**src/rtl/trap_filter_v2.sv**
```systemverilog
// Trapezoidal shaper with pole-zero correction, rounding/saturation and a
// threshold peak detector. Six-stage pipeline; the datapath advances only on valid samples.
//
// state | meaning
// IDLE  | waiting for output_data to rise above threshold
// ABOVE | inside a pulse, tracking its maximum and width
module trap_filter_v2 #(
    parameter int SIZE_ADC_DATA    = 12,
    parameter int SIZE_FILTER_DATA = 16,
    parameter int SIZE_ACC         = 32,
    parameter int K                = 4,
    parameter int L                = 2,
    parameter int M                = 0,
    parameter int SHIFT            = 7,
    parameter int SIZE_WIDTH       = 8
) (
    input  logic                               clk,
    input  logic                               reset,
    input  logic                               clear,
    input  logic                               in_valid,
    input  logic        [SIZE_ADC_DATA-1:0]    input_data,
    input  logic signed [SIZE_FILTER_DATA-1:0] threshold,
    output logic                               out_valid,
    output logic signed [SIZE_FILTER_DATA-1:0] output_data,
    output logic                               sat,
    output logic                               peak_valid,
    output logic signed [SIZE_FILTER_DATA-1:0] peak_value,
    output logic        [SIZE_WIDTH-1:0]       peak_width
);

    localparam int NTAPS = K + L + 1;
    localparam logic signed [SIZE_ACC-1:0] M_S   = SIZE_ACC'(M);
    localparam logic signed [SIZE_ACC-1:0] ROUND = SIZE_ACC'((2 ** SHIFT) / 2);
    localparam logic signed [SIZE_ACC-1:0] MAXV  = SIZE_ACC'((2 ** (SIZE_FILTER_DATA - 1)) - 1);
    localparam logic signed [SIZE_ACC-1:0] MINV  = ~MAXV;

    typedef enum logic {IDLE, ABOVE} state_t;

    logic signed [SIZE_ACC-1:0] taps [NTAPS];
    logic signed [SIZE_ACC-1:0] x_ext;
    logic signed [SIZE_ACC-1:0] dkl, p, mdkl, r, s;
    logic                       v1, v2, v3, v4, v5;

    logic signed [SIZE_ACC-1:0]         rnd_sum, rnd_shift;
    logic signed [SIZE_FILTER_DATA-1:0] y_sat;
    logic                               clamp;

    state_t                             state, state_nxt;
    logic signed [SIZE_FILTER_DATA-1:0] max_val, max_nxt;
    logic        [SIZE_WIDTH-1:0]       wid_cnt, wid_nxt;
    logic                               report, above;

    assign x_ext = SIZE_ACC'(input_data);

    // Round half up, arithmetic shift, then clamp to the output range
    always_comb begin
        rnd_sum   = s + ROUND;
        rnd_shift = rnd_sum >>> SHIFT;
        y_sat     = rnd_shift[SIZE_FILTER_DATA-1:0];
        clamp     = 1'b0;
        if (rnd_shift > MAXV) begin
            y_sat = MAXV[SIZE_FILTER_DATA-1:0];
            clamp = 1'b1;
        end else if (rnd_shift < MINV) begin
            y_sat = MINV[SIZE_FILTER_DATA-1:0];
            clamp = 1'b1;
        end
    end

    always_ff @(posedge clk) begin
        if (reset || clear) begin
            for (int i = 0; i < NTAPS; i++) taps[i] <= '0;
            v1        <= 1'b0;
            v2        <= 1'b0;
            v3        <= 1'b0;
            v4        <= 1'b0;
            v5        <= 1'b0;
            out_valid <= 1'b0;
            dkl       <= '0;
            p         <= '0;
            mdkl      <= '0;
            r         <= '0;
            s         <= '0;
            sat       <= 1'b0;
            if (reset) output_data <= '0;
        end else begin
            v1        <= in_valid;
            v2        <= v1;
            v3        <= v2;
            v4        <= v3;
            v5        <= v4;
            out_valid <= v5;
            if (in_valid) begin
                taps[0] <= x_ext;
                for (int i = 1; i < NTAPS; i++) taps[i] <= taps[i-1];
            end
            if (v1) dkl <= taps[0] - taps[K] - taps[L] + taps[K+L];
            if (v2) begin
                p    <= p + dkl;
                mdkl <= dkl * M_S;
            end
            // p already holds this sample's update when v3 is high
            if (v3) r <= p + mdkl;
            if (v4) s <= s + r;
            if (v5) begin
                output_data <= y_sat;
                sat         <= sat | clamp;
            end
        end
    end

    assign above = (output_data > threshold);

    always_comb begin
        state_nxt = state;
        max_nxt   = max_val;
        wid_nxt   = wid_cnt;
        report    = 1'b0;
        if (out_valid) begin
            case (state)
                IDLE: begin
                    if (above) begin
                        state_nxt = ABOVE;
                        max_nxt   = output_data;
                        wid_nxt   = SIZE_WIDTH'(1);
                    end
                end
                ABOVE: begin
                    if (above) begin
                        if (output_data > max_val) max_nxt = output_data;
                        if (wid_cnt != '1) wid_nxt = wid_cnt + SIZE_WIDTH'(1);
                    end else begin
                        state_nxt = IDLE;
                        report    = 1'b1;
                    end
                end
                default: state_nxt = IDLE;
            endcase
        end
    end

    always_ff @(posedge clk) begin
        if (reset) begin
            state      <= IDLE;
            max_val    <= '0;
            wid_cnt    <= '0;
            peak_valid <= 1'b0;
            peak_value <= '0;
            peak_width <= '0;
        end else if (clear) begin
            state      <= IDLE;
            max_val    <= '0;
            wid_cnt    <= '0;
            peak_valid <= 1'b0;
        end else begin
            state      <= state_nxt;
            max_val    <= max_nxt;
            wid_cnt    <= wid_nxt;
            peak_valid <= report;
            if (report) begin
                peak_value <= max_val;
                peak_width <= wid_cnt;
            end
        end
    end

endmodule

```
**config.mk**
```make
export PLATFORM = sky130hd
export DESIGN_NAME = trap_filter_v2
export DESIGN_NICKNAME = d
export VERILOG_FILES = /design/src/rtl/trap_filter_v2.sv
export SDC_FILE = /design/constraint.sdc
export NUM_CORES = 1
export LEC_CHECK = 0
export BUFFER_PORTS_ARGS = -buffer_cell sky130_fd_sc_hd__buf_2
export CAP_MARGIN = 25
export CORE_MARGIN = 5
export CORE_UTILIZATION = 30
export CTS_CLUSTER_DIAMETER = 200
export DETAILED_ROUTE_END_ITERATION = 8
export MAX_ROUTING_LAYER = met4
export PLACE_DENSITY = 0.56
export REMOVE_ABC_BUFFERS = 1
export SYNTH_ARGS = -nofsm -noshare
export SYNTH_HDL_FRONTEND = slang
export SYNTH_SLANG_ARGS = --single-unit
```
**constraint.sdc**
```tcl
create_clock -name clk -period 11.7 [get_ports clk]
set_clock_uncertainty 0.2 [all_clocks]
set_input_delay 0.585 -clock clk [delete_from_list [all_inputs] [get_ports clk]]
set_output_delay 0.585 -clock clk [all_outputs]
set_load 0.03 [all_outputs]
```
==> flow_summary.toml <==
[synthesis]
synth_top_area_share = 0.227
synth.area.top_cells = "dfxtp_1 (23%), edfxtp_1 (19%), ha_1 (8.8%)"
synth_cell_type_count = 65
synthTopCellsByCount = "nor2_1 (180), dfxtp_1 (178), inv_1 (118)"
synth_edf_count = 100
synth_seq_area_share = 0.419
syn_avg_cell_area_sq_um = 9.46
post-synth-top-area-cell = "dfxtp_1"
ys_seq_elements = 278
syn_area_sq_um = 15700
yosysMostFrequentCell = "nor2_1"
synth_flop_cell = "dfxtp_1"
synthesis.instances = 1656
ys_async_sr_fraction = 0
yosysWarningCount = 0

[timing]
period_share = 0.394
setup_viol = 0
max_freq_mhz = 217
drv_slew = 0
tightest_slew_ps = 985
rsz0062_at_grt = "no"
fin_crit_ps = 4610
hold_viol = 0
slew_headroom = 0.344
finalSetupTns_ps = 0
fin_ws_ps = 7090

[drt]
drc = 0
num_vias = 11579
vias_per_cell = 4.81
firstDrtPassIters = 5
ant_nets = 0
drtIter0Drc = 595
wl_um = 33400
wl_per_cell_um = 13.9

[power]
p_leak_nw = 7.78
ir_drop_v = 0.000102
powerDensity_nw_per_um2 = 131

[placement]
dpl_worst_slack_ps = 7050
gp_congestion = 0.834
placed_cells = 2346
portBuffers = 74
dp_hpwl_um = 23900

[die]
chipWidth_um = 239
dieArea_sq_um = 56900
core_area_sq_um = 51500
ios = 75
rows = 83
die_h_um = 239
start_util = 0.304

[clock_tree]
clk_pin_slew_ps = 60
clkSinkCount = 278
ctsResizeCount = 0
htreeDepth = 2
hold_buffers = 0
cts_tree = "built"
root_buffer = "clkbuf_16"
cts_max_path_buffers = 3
worstSkewPairLatency_ps = 530
cts_inserted_buffers = 34
cts_setup_buffers = 0

[global_route]
antenna_found_initial = 0
grt_max_degree = 95
grtUsageTotal = 0.120
grt_overflow = 0
grt_pass1_vias = 11477
grt_pass1_wl_um = 56300

[finish]
fin_util = 0.347
fin_cells = 2406
area_growth_pct = 14.0
final_net_count = 1871
num_antenna_cells = 0
drive_gt1_frac = 0.0875
nFillCells = 5268

[critical_path]
critical_path_class = "register to register"
crit_arrival_ps = 4790
r2r_slack_ps = 7090
crit_required_ps = 11870
start_kind = "register"
end_kind = "register"
crit_fanout = 3

[hold_path]
hp-class = "input port to register"

[outcome]
outcome = "completed"

[job]
cap_violations = 0
[layout by cell type (no fill, tap or decap), types with 27 or more instances in the layout]
cell,synthesis,routed
mux2i_1,105,105
clkbuf_16,0,39
edfxtp_1,100,100
nor2_1,180,179
buf_2,4,74
o21ai_0,81,81
and3_1,84,84
inv_1,118,118
dfxtp_1,178,177
a21o_1,49,49
nand3_1,52,52
fa_1,27,27
ha_1,110,110
nand2_1,100,100
a21oi_1,80,80
xnor2_1,47,47
[state kept, by name, indices dropped and copies added (netlist names)]
register     cells
dkl             25
r               32
sat              1
p               32
output_data     16
peak_width       8
v1               1
state            1
max_val         16
out_valid        1
peak_valid       1
wid_cnt          8
v3               1
v2               1
v5               1
taps            84
s               32
v4               1
peak_value      16
[cells by family after synthesis]
| kind of cell | after synthesis | share of synthesized area |
|---|---|---|
| buffers and inverters | 191 | 0.0476 |
| and+or+nand+nor | 553 | 0.173 |
| DFF | 278 | 0.419 |
| muxes | 105 | 0.0671 |
| xor gates and xnor gates | 71 | 0.0397 |
| adders and majority gates | 137 | 0.122 |
| AOI/OAI and AO/OA | 321 | 0.131 |
[worst max-delay path, cell delays in order (launching register included)]
cell and delay [ps]:
edfxtp_1 390, fa_1 540, inv_1 50, fa_1 480
inv_1 40, ha_1 200, fa_1 400, a21o_1 200
a21oi_1 230, o21bai_1 90, a21oi_1 220, o21ai_0 210
a211oi_1 270, nor2_1 100, o21ai_0 150, nand2b_1 90
fa_1 430, mux2i_1 140, nor2_1 50
[per-layer routing]
layer | share of wire | global-route usage
met5 | 0 | -
met4 | 0.025 | 0.0398
met3 | 0.043 | 0.0211
met2 | 0.44 | 0.191
met1 | 0.49 | 0.155
[through the flow]
step                total power (W)  hold slack, ps  cell area, sq um
floorplan                   0.00121             219             15400
global placement            0.00126             242             16700
detailed placement          0.00126             245             16700
CTS                         0.00239             133             17900
global route                0.00246             151             17900
finish                      0.00235             173             17900
[worst paths after layout]
| kind | start | to | cells past startpoint |
|---|---|---|---|
| worst max-delay path | taps[6][0]$_SDFFCE_PP0P_ | dkl[12]$_SDFFE_PP0P_ | 18 |
| worst min-delay path | input_data[4] | taps[0][4]$_SDFFCE_PN0P_ | 2 |
| worst max register to register | taps[6][0]$_SDFFCE_PP0P_ | dkl[12]$_SDFFE_PP0P_ | 18 |
| worst min register to register | sat$_SDFFE_PP0P_ | sat$_SDFFE_PP0P_ | 2 |
[layout make-up]
type                            count  area (sq um)  share of cell area
Tap cell                          680           851              0.0476
Multi-Input combinational cell   1187          8380               0.469
Clock inverter                     12           166             0.00931
Timing Repair Buffer               83           438              0.0245
Clock buffer                       48          1030              0.0577
Inverter                          118           443              0.0248
Sequential cell                   278          6570               0.367
[report_power, final]
part | total (W) | leakage [nW] | switching, W | internal [W]
clock network | 0.00111 | 0.589 | 0.000405 | 0.000703
logic | 0.000204 | 4.62 | 0.000120 | 0.0000847
registers | 0.00103 | 2.58 | 0.0000129 | 0.00102
total | 0.00235 | 7.78 | 0.000537 | 0.00181
(Power assumes the default switching activity.)
